--- config.mk ---
export PLATFORM = sky130hd
export DESIGN_NAME = micro_sequencer
export DESIGN_NICKNAME = d
export VERILOG_FILES = /design/src/rtl/micro_sequencer.sv
export SDC_FILE = /design/constraint.sdc
export NUM_CORES = 2
export LEC_CHECK = 0
export ABC_AREA = 1
export BUFFER_PORTS_ARGS = -buffer_cell sky130_fd_sc_hd__buf_2
export CORE_UTILIZATION = 45
export DETAILED_ROUTE_END_ITERATION = 8
export PLACE_DENSITY_LB_ADDON = 0.15
export SLEW_MARGIN = 20
export SYNTH_ARGS = -nofsm -noshare
export SYNTH_HDL_FRONTEND = slang
export SYNTH_SLANG_ARGS = --single-unit
--- constraint.sdc ---
create_clock -name clk -period 6.27 [get_ports clk]
set_input_delay 0.3135 -clock clk [delete_from_list [all_inputs] [get_ports clk]]
set_output_delay 0.3135 -clock clk [all_outputs]
set_load 0.02 [all_outputs]
--- src/rtl/micro_sequencer.sv ---
// EV21 microprogram sequencer: opcode -> writable dispatch table -> writable
// microcode routine, one control word per cycle with register-field substitution.
module micro_sequencer #(
  parameter int INSTR_W = 22,
  parameter int OPC_W   = 6,
  parameter int CW_W    = 33,
  parameter int UADDR_W = 6,
  parameter int FIELD_W = 5,
  parameter int C_LSB   = 12,
  parameter int ADDR_W  = 11,
  parameter logic [CW_W-1:0] NOP_CW = 33'h1E08E3003
) (
  input  logic                 clk,
  input  logic                 rst_n,
  input  logic                 hold,
  input  logic [INSTR_W-1:0]   instr,
  input  logic                 instr_valid,
  output logic                 instr_ready,
  output logic                 uop_valid,
  output logic [CW_W-1:0]      micro_word,
  output logic [ADDR_W-1:0]    data_addr,
  input  logic                 cfg_sel,
  input  logic                 cfg_we,
  input  logic [((UADDR_W > OPC_W) ? UADDR_W : OPC_W)-1:0] cfg_addr,
  input  logic [CW_W+2:0]      cfg_wdata,
  output logic                 ucode_err
);

  localparam int UW    = CW_W + 3;
  localparam int C_W   = 6;
  localparam int DEPTH = 2 ** UADDR_W;
  localparam int NDISP = 2 ** OPC_W;
  localparam logic [UW-1:0] UCODE_RST = {1'b1, 1'b0, 1'b0, NOP_CW};

  typedef enum logic [0:0] {IDLE = 1'b0, EXEC = 1'b1} state_e;

  state_e               state_q, state_d;
  logic [UADDR_W-1:0]   upc_q, upc_d;
  // Only the register fields of the instruction are ever read back.
  logic [2*FIELD_W-1:0] instr_q, instr_d;
  logic [ADDR_W-1:0]    daddr_q, daddr_d;
  logic                 err_q, err_d;
  logic [UADDR_W-1:0]   dispatch_q [NDISP];
  logic [UW-1:0]        ucode_q [DEPTH];

  logic [UW-1:0]    word_s;
  logic             last_s, sub_a_s, sub_c_s;
  logic [OPC_W-1:0] opcode_s;
  logic             ready_s, accept_s, cfg_ok_s;
  logic [CW_W-1:0]  subst_s;
  logic             uop_valid_s;
  logic [CW_W-1:0]  micro_word_s;
  logic             unused_s;

  assign word_s   = ucode_q[upc_q];
  assign last_s   = word_s[UW-1];
  assign sub_c_s  = word_s[UW-2];
  assign sub_a_s  = word_s[UW-3];
  assign opcode_s = instr[INSTR_W-1 -: OPC_W];
  assign ready_s  = rst_n & ~hold & ((state_q == IDLE) | ((state_q == EXEC) & last_s));
  assign accept_s = instr_valid & ready_s;
  assign cfg_ok_s = cfg_we & (state_q == IDLE) & ~accept_s;
  assign unused_s = ^instr;

  // State register.
  always_ff @(posedge clk or negedge rst_n) begin
    if (!rst_n) begin
      state_q <= IDLE;
    end else begin
      state_q <= state_d;
    end
  end

  // Next-state and datapath next values: accept, advance, overflow abort.
  always_comb begin
    state_d = state_q;
    upc_d   = upc_q;
    instr_d = instr_q;
    daddr_d = daddr_q;
    err_d   = err_q;
    case (state_q)
      IDLE: begin
        if (accept_s) begin
          state_d = EXEC;
          upc_d   = dispatch_q[opcode_s];
          instr_d = instr[2*FIELD_W-1:0];
          daddr_d = instr[ADDR_W-1:0];
        end else begin
          state_d = IDLE;
        end
      end
      EXEC: begin
        if (hold) begin
          state_d = EXEC;
        end else if (last_s) begin
          if (accept_s) begin
            state_d = EXEC;
            upc_d   = dispatch_q[opcode_s];
            instr_d = instr[2*FIELD_W-1:0];
            daddr_d = instr[ADDR_W-1:0];
          end else begin
            state_d = IDLE;
          end
        end else if (upc_q == {UADDR_W{1'b1}}) begin
          // Running off the end of the store aborts rather than wrapping.
          err_d   = 1'b1;
          upc_d   = {UADDR_W{1'b0}};
          state_d = IDLE;
        end else begin
          upc_d = upc_q + UADDR_W'(1);
        end
      end
      default: begin
        state_d = IDLE;
      end
    endcase
  end

  // Field substitution into the Bus_A and Bus_C slots.
  always_comb begin
    subst_s = word_s[CW_W-1:0];
    if (sub_a_s) begin
      subst_s[FIELD_W-1:0] = instr_q[FIELD_W-1:0];
    end else begin
      subst_s[FIELD_W-1:0] = word_s[FIELD_W-1:0];
    end
    if (sub_c_s) begin
      subst_s[C_LSB +: C_W] = C_W'(instr_q[2*FIELD_W-1:FIELD_W]);
    end else begin
      subst_s[C_LSB +: C_W] = word_s[C_LSB +: C_W];
    end
  end

  // Output decode from state.
  always_comb begin
    uop_valid_s  = 1'b0;
    micro_word_s = NOP_CW;
    case (state_q)
      IDLE: begin
        uop_valid_s  = 1'b0;
        micro_word_s = NOP_CW;
      end
      EXEC: begin
        uop_valid_s  = 1'b1;
        micro_word_s = subst_s;
      end
      default: begin
        uop_valid_s  = 1'b0;
        micro_word_s = NOP_CW;
      end
    endcase
  end

  // Sequencer datapath registers.
  always_ff @(posedge clk or negedge rst_n) begin
    if (!rst_n) begin
      upc_q   <= {UADDR_W{1'b0}};
      instr_q <= {(2*FIELD_W){1'b0}};
      daddr_q <= {ADDR_W{1'b0}};
      err_q   <= 1'b0;
    end else begin
      upc_q   <= upc_d;
      instr_q <= instr_d;
      daddr_q <= daddr_d;
      err_q   <= err_d;
    end
  end

  // Dispatch table; upper cfg_addr bits beyond OPC_W are ignored.
  always_ff @(posedge clk or negedge rst_n) begin
    if (!rst_n) begin
      for (int i = 0; i < NDISP; i++) begin
        dispatch_q[i] <= {UADDR_W{1'b0}};
      end
    end else if (cfg_ok_s && cfg_sel) begin
      dispatch_q[cfg_addr[OPC_W-1:0]] <= cfg_wdata[UADDR_W-1:0];
    end
  end

  // Microcode store; only written while idle with no acceptance in flight.
  always_ff @(posedge clk or negedge rst_n) begin
    if (!rst_n) begin
      for (int i = 0; i < DEPTH; i++) begin
        ucode_q[i] <= UCODE_RST;
      end
    end else if (cfg_ok_s && !cfg_sel) begin
      ucode_q[cfg_addr[UADDR_W-1:0]] <= cfg_wdata;
    end
  end

  assign instr_ready = ready_s;
  assign uop_valid   = uop_valid_s;
  assign micro_word  = micro_word_s;
  assign data_addr   = daddr_q;
  assign ucode_err   = err_q;

endmodule

==> metrics <==
status finished, final reports clean; Detailed Place HPWL 219000 um; area post-placement 124000 um2; Final Core Density 49.6%; Power Density 427 nW/um2; critical path data required time 5.96 ns; TritonCTS sink count 2707; maximum VDD drop 492 uV; Row Count 191; Post-Route WL 414000 um; routed length per instance 23.4 um; antenna violation net count after detailed routing 0; Layout Cells excl Fill 17600; kind of critical path flip-flop to primary output; metal2 WL 186000 um; Seq cells post-synth 2707; Setup crit end kind primary output; part of the Yosys area used for sequential elements 56.0%; setup bufs post-CTS 0; EDFF count, synth 0; Final Hold Viols 0; # port buffers 111; WL met3 32100 um; CTS Buf Count 301; Main synth FF type dfrtp_1; vias per cell 5.95; CTS tree yes; top-area cell type share of the netlist area 38.2%; Startpoint Class flip-flop; Finish-stage setup viols 0; final instance area 134000 um2; Reg clk slew, reported paths 0.06 ns; full die area 275000 um2; Final Wtd Congestion 0.844; post-route setup TNS 0 ns; drt pass-1 iters 6; htree depth 5; Worst Path Buf+Inv 4; critical path peak fanout 149; Final min period 5.72 ns; Syn Area/Cell 8.44 um2; Mapped Nets 14600; Max Cap Violations 0; worst path cell trace inv_8 -> buf_12 -> buf_4 -> o21ai_0 -> o22ai_1 -> o21ai_0 -> o221ai_1 -> o211ai_1 -> a21oi_1 -> buf_2; critical path's largest stage delay 0.89 ns; global route overflow 0; Slew Limit Fails 0; largest net degree at the start of global routing 197; critical path depth 10; area of the mapped netlist 123000 um2; drt drc 0; Die Height 524 um; CP max-delay cell buf_4; most frequent CP cell o21ai_0; clock skew 0.0500 ns; FMAX 0.175 GHz; first-pass GRT wire length 630000 um; Hold Crit Class input pin to flip-flop; part of the power in combinational logic 34.2%; Synth cell types 39; biggest area consumer among synthesized cells dfrtp_1; final cycle utilization of the critical path 91.3%; Worst-Margin Slew 1.20 ns; YS warnings 0; Core Footprint 271000 um2; Top delay family on crit path buffers and inverters; sw power 22.2 mW; RSZ-0062 raised after global routing no; I/O pins 117; top cells by area, synth dfrtp_1 (38%), dfstp_2 (18%), nand2_1 (11%), o21ai_1 (8.4%), o21ai_0 (7.9%); Placed Cells 17100; depth of the worst hold-timing path 3; vias in the first global route 100000; area growth from synthesis to layout 9.48%; layout cells sized above 1 12.5%; root buf cell clkbuf_16; Synth Instances 14600; Leak 55.4 nW; DR vias 105000; Net Sw Frac 38.7%; Initial Utilization 45.3%; Worst R2R Path Depth 15; Horiz. Die Dim 524 um; Worst slew margin 20.1%; clock share of power 30.7%; worst-case clock buffer depth 4; Post-synth ARST share 100%; Global Route Usage Sum 29.6%; DRT met1 WL 179000 um; Flop pwr share 35.1%; nets 13900; post-CTS resize count 0; clk_lat worst skew 0.87 ns; antenna violations before repair 17; internal power 35.2 mW; Arrival @ worst endpoint 5.41 ns; Max Used Layer met5; Initial DRC Count 12700
-- synthesized netlist by cell type, types with 2 or more instances --
cell type	count
a211oi_1	2
nand4_2	34
a21oi_1	36
nand4_4	30
o32ai_1	8
o31ai_1	2
dfrtp_1	1875
buf_4	19
o22ai_1	578
a31oi_1	4
nand3_1	622
xor2_1	4
o311ai_1	2
o221ai_1	47
o21ai_1	2052
buf_2	583
a311oi_1	3
nand4_1	69
clkbuf_1	746
nor2_1	1373
nor3_1	3
nand2_1	3537
dfstp_2	832
o21bai_1	2
buf_6	6
inv_1	34
o21ai_0	1939
or2_2	4
buf_1	55
inv_2	3
o211ai_1	15
clkinv_1	33
-- cell families after synthesis --
kind of cell	share of synthesized area, %
and+or+nand+nor	18.8
xor gates and xnor gates	0.0285
buffers and inverters	5.21
adders and majority gates	0.0102
AOI/OAI and AO/OA	19.9
DFF	56.0
-- stage by stage --
stage	hold WS (ns)	worst slack, ns	power, mW
after CTS	0.0235	0.529	57.4
after global placement	0.278	1.42	39.5
after detailed placement	0.274	1.36	39.7
final	0.0575	0.545	57.4
after floorplan	0.0179	3.45	32.6
after global routing	0.0541	0.105	60.2
-- per-layer routing --
| metal | global-route usage [%] | vias to the layer above |
|---|---|---|
| met2 | 46.6 | 4439 |
| met4 | 11.1 | 12 |
| met1 | 41.2 | 52000 |
| li1 | - | 47800 |
| met5 | 0 | - |
| met3 | 4.51 | 723 |
-- area by class of cell --
cell class,instances,area (um2)
timing repair buffer,373,3160
fill,25500,137000
sequential,2707,68800
antenna,2,5.00
clock inverter,67,691
multi-input combinational,10400,48000
tap,3570,4470
clock buffer,476,9060
inverter,70,315
-- sequential cells by signal, summed over array words and instances, names as in the netlist --
name and flops:
state_q 1, dispatch_q 384, ucode_q 2304, ucode_err 1
upc_q 6, data_addr 11
-- path summary, 6_finish.rpt --
| path | slack, ns | to | start |
|---|---|---|---|
| setup / recovery | 0.55 | micro_word[9] | upc_q[0] |
| hold / removal | 0.06 | dispatch_q[161] | cfg_wdata[5] |
| max in group asynchronous | 3.51 | ucode_q[1163] | rst_n |
| hold reg to reg | 0.47 | ucode_q[1543] | ucode_q[1543] |
| setup reg to reg | 1.25 | ucode_q[20] | upc_q[0] |
| min in group asynchronous | 0.19 | ucode_q[608] | rst_n |
-- cell usage in the layout, fill, tap and decap left out, types with 64 or more instances in the layout --
cell,n
clkbuf_8,68
nor2_1,1372
nand2_1,3537
o21ai_0,1939
o21ai_1,2052
clkbuf_1,98
nand4_4,64
nand4_1,69
clkbuf_16,310
dfstp_2,832
buf_2,108
buf_4,198
nand3_1,622
o22ai_1,578
dfrtp_1,1868
-- worst reg2reg max path, delay by kind of cell, from the launching register on --
family / cells / cell delay, ns
compound gates: 1 / 0.29
buf+inv: 4 / 2.03
flops: 1 / 0.52
simple gates: 10 / 2.00
-- repair_timing --
action	CTS	global route
hold buffers	19	0
setup endpoints to repair	0	0
hold endpoints to repair	425	0
-- power groups by stage --
stage	registers, mW	logic [mW]	clock network (mW)
2_1_floorplan	20.1	12.5	0
3_3_place_gp	20.3	19.2	0
3_5_place_dp	20.4	19.3	0
4_1_cts	20.1	19.4	17.9
5_1_grt	20.3	21.3	18.6
6_report	20.1	19.6	17.6
Power figures use the tool's default switching activity.
